### src/rtl/stopwatch_bench_if.sv
// stopwatch_bench_if: CPU I/O register bus seen by the stopwatch peripheral.
interface stopwatch_bench_if;
  logic [11:0] bus_addr;
  logic        bus_wr;
  logic [3:0]  bus_wr_data;
  logic        bus_rd;
  logic [3:0]  bus_rd_data;
  modport master (output bus_addr, bus_wr, bus_wr_data, bus_rd, input bus_rd_data);
  modport slave (input bus_addr, bus_wr, bus_wr_data, bus_rd, output bus_rd_data);
endinterface

// rtl/stopwatch_my.sv
// stopwatch_my: 1/100 s and 1/10 s BCD stopwatch with 10 Hz / 1 Hz interrupt factors.
module stopwatch_my #(
  parameter int CLK_PER_256HZ = 256
) (
  input  logic                    clk,
  input  logic                    reset,
  stopwatch_bench_if.slave        bus,
  output logic                    enable_stopwatch,
  output logic [3:0]              counter_swl,
  output logic [3:0]              counter_swh,
  output logic [1:0]              stopwatch_factor,
  output logic [1:0]              stopwatch_mask,
  output logic                    interrupt_req
);
  localparam int PW = CLK_PER_256HZ > 1 ? $clog2(CLK_PER_256HZ) : 1;
  logic [PW-1:0] r_presc;
  logic [1:0]    r_sub;
  logic [3:0]    r_swl;
  logic [3:0]    r_swh;
  logic [1:0]    r_factor;
  logic [1:0]    r_mask;
  logic          r_en;
  logic          w_tick;
  logic [1:0]    w_len;
  logic          w_step;
  logic          w_swl_wrap;
  logic          w_swh_wrap;
  logic          w_wr_run;
  logic          w_clr;
  logic          w_rd_factor;
  assign w_tick = r_en && (r_presc == PW'(CLK_PER_256HZ - 1));
  // Odd SWL digits take 2 ticks, except SWL=1 in the 26-tick pattern (SWH bit 1 clear).
  assign w_len       = (!r_swl[0] || (r_swl == 4'd1 && !r_swh[1])) ? 2'd3 : 2'd2;
  assign w_step      = w_tick && (r_sub + 2'd1 == w_len);
  assign w_swl_wrap  = w_step && r_swl == 4'd9;
  assign w_swh_wrap  = w_swl_wrap && r_swh == 4'd9;
  assign w_wr_run    = bus.bus_wr && bus.bus_addr == 12'hF77;
  assign w_clr       = w_wr_run && bus.bus_wr_data[1];
  assign w_rd_factor = bus.bus_rd && bus.bus_addr == 12'hF01;
  always_ff @(posedge clk) begin
    if (reset) begin
      r_presc  <= '0;
      r_sub    <= '0;
      r_swl    <= '0;
      r_swh    <= '0;
      r_factor <= '0;
      r_mask   <= '0;
      r_en     <= 1'b0;
    end else begin
      if (w_wr_run) r_en <= bus.bus_wr_data[0];
      if (bus.bus_wr && bus.bus_addr == 12'hF11) r_mask <= bus.bus_wr_data[1:0];
      r_factor <= (w_rd_factor ? 2'b00 : r_factor) | {w_swh_wrap, w_swl_wrap};
      if (w_clr) begin
        r_presc <= '0;
        r_sub   <= '0;
        r_swl   <= '0;
        r_swh   <= '0;
      end else if (r_en) begin
        r_presc <= w_tick ? '0 : r_presc + 1'b1;
        if (w_tick) r_sub <= w_step ? 2'd0 : r_sub + 2'd1;
        if (w_step) r_swl <= w_swl_wrap ? 4'd0 : r_swl + 4'd1;
        if (w_swl_wrap) r_swh <= w_swh_wrap ? 4'd0 : r_swh + 4'd1;
      end
    end
  end
  always_comb begin
    bus.bus_rd_data = bus.bus_addr == 12'hF01 ? {2'b00, r_factor} :
                      bus.bus_addr == 12'hF11 ? {2'b00, r_mask} :
                      bus.bus_addr == 12'hF22 ? r_swl :
                      bus.bus_addr == 12'hF23 ? r_swh :
                      bus.bus_addr == 12'hF77 ? {3'b000, r_en} : 4'd0;
  end
  assign enable_stopwatch = r_en;
  assign counter_swl      = r_swl;
  assign counter_swh      = r_swh;
  assign stopwatch_factor = r_factor;
  assign stopwatch_mask   = r_mask;
  assign interrupt_req    = |(r_factor & r_mask);
endmodule

### src/flat_wrapper.sv
// flat-port wrapper written by rule: the top's interface ports become plain ports
module stopwatch_bench_flat 
#(
  parameter int CLK_PER_256HZ = 256
)
  (clk, reset, enable_stopwatch, counter_swl, counter_swh, stopwatch_factor, stopwatch_mask, interrupt_req, bus_bus_addr, bus_bus_wr, bus_bus_wr_data, bus_bus_rd, bus_bus_rd_data);
  stopwatch_bench_if bus_i ();
  input  logic clk;
  input  logic reset;
  output logic enable_stopwatch;
  output logic [3:0] counter_swl;
  output logic [3:0] counter_swh;
  output logic [1:0] stopwatch_factor;
  output logic [1:0] stopwatch_mask;
  output logic interrupt_req;
  input wire logic [$bits(bus_i.bus_addr)-1:0] bus_bus_addr;
  input wire logic [$bits(bus_i.bus_wr)-1:0] bus_bus_wr;
  input wire logic [$bits(bus_i.bus_wr_data)-1:0] bus_bus_wr_data;
  input wire logic [$bits(bus_i.bus_rd)-1:0] bus_bus_rd;
  output wire logic [$bits(bus_i.bus_rd_data)-1:0] bus_bus_rd_data;
  assign bus_i.bus_addr = bus_bus_addr;
  assign bus_i.bus_wr = bus_bus_wr;
  assign bus_i.bus_wr_data = bus_bus_wr_data;
  assign bus_i.bus_rd = bus_bus_rd;
  assign bus_bus_rd_data = bus_i.bus_rd_data;
  stopwatch_my #(.CLK_PER_256HZ(CLK_PER_256HZ)) u_core (.clk(clk), .reset(reset), .bus(bus_i), .enable_stopwatch(enable_stopwatch), .counter_swl(counter_swl), .counter_swh(counter_swh), .stopwatch_factor(stopwatch_factor), .stopwatch_mask(stopwatch_mask), .interrupt_req(interrupt_req));
endmodule
### config.mk
export PLATFORM = sky130hd
export DESIGN_NAME = stopwatch_bench_flat
export DESIGN_NICKNAME = d
export VERILOG_FILES = /design/src/rtl/stopwatch_bench_if.sv /design/src/rtl/stopwatch_my.sv /design/src/flat_wrapper.sv
export SDC_FILE = /design/constraint.sdc
export NUM_CORES = 1
export LEC_CHECK = 0
export BUFFER_PORTS_ARGS = -buffer_cell sky130_fd_sc_hd__buf_2
export CAP_MARGIN = 20
export CELL_PAD_IN_SITES_DETAIL_PLACEMENT = 1
export CELL_PAD_IN_SITES_GLOBAL_PLACEMENT = 1
export CORE_ASPECT_RATIO = 0.9
export CORE_MARGIN = 2
export CORE_UTILIZATION = 37
export CTS_CLUSTER_DIAMETER = 30
export DETAILED_ROUTE_END_ITERATION = 7
export GPL_ROUTABILITY_DRIVEN = 0
export PLACE_DENSITY = 0.81
export SYNTH_ARGS = -nofsm -noshare
export SYNTH_HDL_FRONTEND = slang
export SYNTH_SLANG_ARGS = --single-unit
### constraint.sdc
create_clock -name clk -period 3.1 [get_ports clk]
set_input_delay 0.62 -clock clk [delete_from_list [all_inputs] [get_ports clk]]
set_output_delay 0.62 -clock clk [all_outputs]
set_load 0.01 [all_outputs]
==> impl_results.md <==
* Worst hold path type: reg2reg
* PD cells at 326 nW/µm²
* Clk root buf: clkbuf_8
* Rows at 20
* Worst-case clock skew at 2.76 ps
* Antenna fix cells at 0
* Number of buffers added on ports at 35
* # DRC at 0
* Pleak at 0.000639 µW
* Die span in x at 67.3 µm
* CTS tree: done
* Hold depth at 2
* Avg WL per Cell at 16.1 µm
* First-pass GRT wire length at 6150 µm
* Worst-Skew Late Latency at 270 ps
* FFs w/ async S/R, synth at 0%
* Vias per inst at 5.70
* Drt pass-1 iters at 4
* Gates resized, CTS repair at 0
* Initial Utilization at 39.2%
* H-tree Lvls at 1
* Cell internal pwr at 397 µW
* Setup Buffers After CTS at 0
* Register bit total from synthesis at 23
* Final #Nets at 219
* Critical Path Start Type: primary input
* Min Tclk post-route at 2670 ps
* Clock transition at path regs at 80 ps
* Slew Limit Fails at 0
* Final setup vio count at 0
* Clock Path Buffers at 2
* Detail Placement HPWL at 2870 µm
* Sum Neg Setup Slack at 0 ps
* RSZ-0062 raised after global routing: no
* XOR/XNOR Fraction of Synth Area at 3.28%
* Post-synth EDFFs at 0
* Die H at 61.0 µm
* Avg Cell Area, Syn at 8.24 µm²
* Routed via count at 1350
* Area growth syn-to-layout at 18.2%
* Yosys cell types at 41
* Share of the synthesized area in the top cell type at 34.5%
* TritonCTS Sinks at 23
* Area after DPL at 1530 µm²
* Reg power frac at 57.4%
* Sw Ratio at 22.8%
* All-Layer GR Usage at 20.0%
* Largest cells by area after synthesis: dfxtp_1 34%, mux2i_1 6.0%, nor2_1 5.1%
* Crit-path max FO at 7
* Relative slew slack at 58.7%
* Post-synthesis mux area share at 6.00%
* Die Area at 4110 µm²
* Max Fclk at 0.374 GHz
* Initial DRC Count at 24
* WP data arrival at 2050 ps
* Sw power at 117 µW
* Initial antenna violation count at 0
* Gr ovfl total at 0
* Most instantiated cells after synthesis: 23 x dfxtp_1, 18 x nor2_1, 14 x nand2_1
* Core Area at 3400 µm²
* Crit Path Class: in2out
* Post-synthesis sequential area ratio at 34.5%
* Main combinational cell family by area after synthesis: simple AND/OR/NAND/NOR gates
* Fin. Hold Viols at 0
* Most common cell in the synthesized netlist: dfxtp_1
* Antenna Violating Nets Remaining at 0
* Worst r2r path cells at 6
* Vias in the first global route at 1328
* # IOs at 38
* Synth Flop Type: dfxtp_1
* Worst Tran Pin Value at 611 ps
* Synthesized-area fraction occupied by adder cells at 4.69%
* Yosys warning count at 0
* Setup crit end kind: output pin
* Area leader, netlist: dfxtp_1
* Synth Area in Compound Gates at 17.0%
* VDD IR max at 0.165 mV
* Worst Path Required at 2480 ps
* # Max-Cap Violations at 0
* Num CTS Buffers at 3
* Period utilization at 86.2%
* Share of cells above drive strength 1 at 23.3%
* Post-synthesis simple-gate area fraction at 30.9%
* Cts hold-fix bufs at 0
* Total Power at 514 µW
* Post-Syn Area at 1340 µm²
* Comb power frac at 5.5%
* Final Cell Area at 1580 µm²
* Post-synth net total at 187
* Final WL at 3810 µm
* Post-Syn Instances at 162
* Largest net degree at the start of global routing at 15
* Status: completed
* Fillers at 445
* Clock Power Share at 37.1%
-- power by group through the flow --
| stage | Sequential [µW] | Combinational (µW) | Clock (µW) |
|---|---|---|---|
| CTS | 295 | 28.2 | 194 |
| global route | 295 | 31.2 | 212 |
| detailed placement | 302 | 28.0 | 0 |
| finish | 295 | 28.3 | 191 |
| global placement | 302 | 26.9 | 0 |
| floorplan | 302 | 14.1 | 0 |
-- worst max-delay path, stage by stage --
cell and delay [ps]:
buf_2 170, or4b_1 430, or4_1 490, o22ai_1 190, buf_2 150
-- state kept, by name (all words and copies together), names as in the netlist --
name / flops
u_core.enable_stopwatch: 1
u_core.stopwatch_mask: 2
u_core.r_sub: 2
u_core.counter_swh: 4
u_core.stopwatch_factor: 2
u_core.r_presc: 8
u_core.counter_swl: 4
-- cells in the final DEF, fill, tap and decap left out, types with 5 or more instances in the layout --
cell	count
dfxtp_1	23
mux2i_1	8
ha_1	5
buf_2	35
a21oi_1	11
nor2_1	18
nand2_1	14
nand3_1	11
nand2b_1	6
xor2_1	5
-- final cells by class --
cell class | count | area, µm² | area share [%]
multi-input combinational | 127 | 826 | 52.3
sequential | 23 | 460 | 29.2
timing repair buffer | 35 | 175 | 11.1
tap | 44 | 55.1 | 3.49
clock buffer | 3 | 41.3 | 2.62
inverter | 4 | 15.0 | 0.952
clock inverter | 1 | 5.00 | 0.317
-- routing by layer --
layer  vias to the layer above  track usage, %  part of all wire [%]
met5                         -               0                     0
met4                         0            7.87                   1.5
met3                         7            2.97                   4.9
met2                        33            36.2                    50
met1                       656            23.9                    44
li1                        654               -                     -
-- worst paths after layout --
check	startpoint	end	slack, ps
hold reg to reg	u_core.r_sub[0]	u_core.r_sub[0]	500
setup / recovery	bus_bus_addr[0]	bus_bus_rd_data[1]	430
setup reg to reg	u_core.counter_swl[0]	u_core.counter_swh[2]	670
hold / removal	u_core.r_sub[0]	u_core.r_sub[0]	500
-- cell families after synthesis --
logic type | count (synthesis)
AOI/OAI and AO/OA | 32
adders and majority gates | 5
and+or+nand+nor | 77
DFF | 23
buffers and inverters | 12
muxes | 8
xor gates and xnor gates | 5
-- per-stage QoR --
stage,hold WS [ps],setup slack [ps],util [%],cells
after floorplan,457,589,-,162
after global placement,469,440,45.0,233
after detailed placement,498,421,45.0,233
after CTS,510,420,46.4,237
after global routing,537,331,46.4,237
final,502,427,46.4,237
Power figures use the tool's default switching activity.
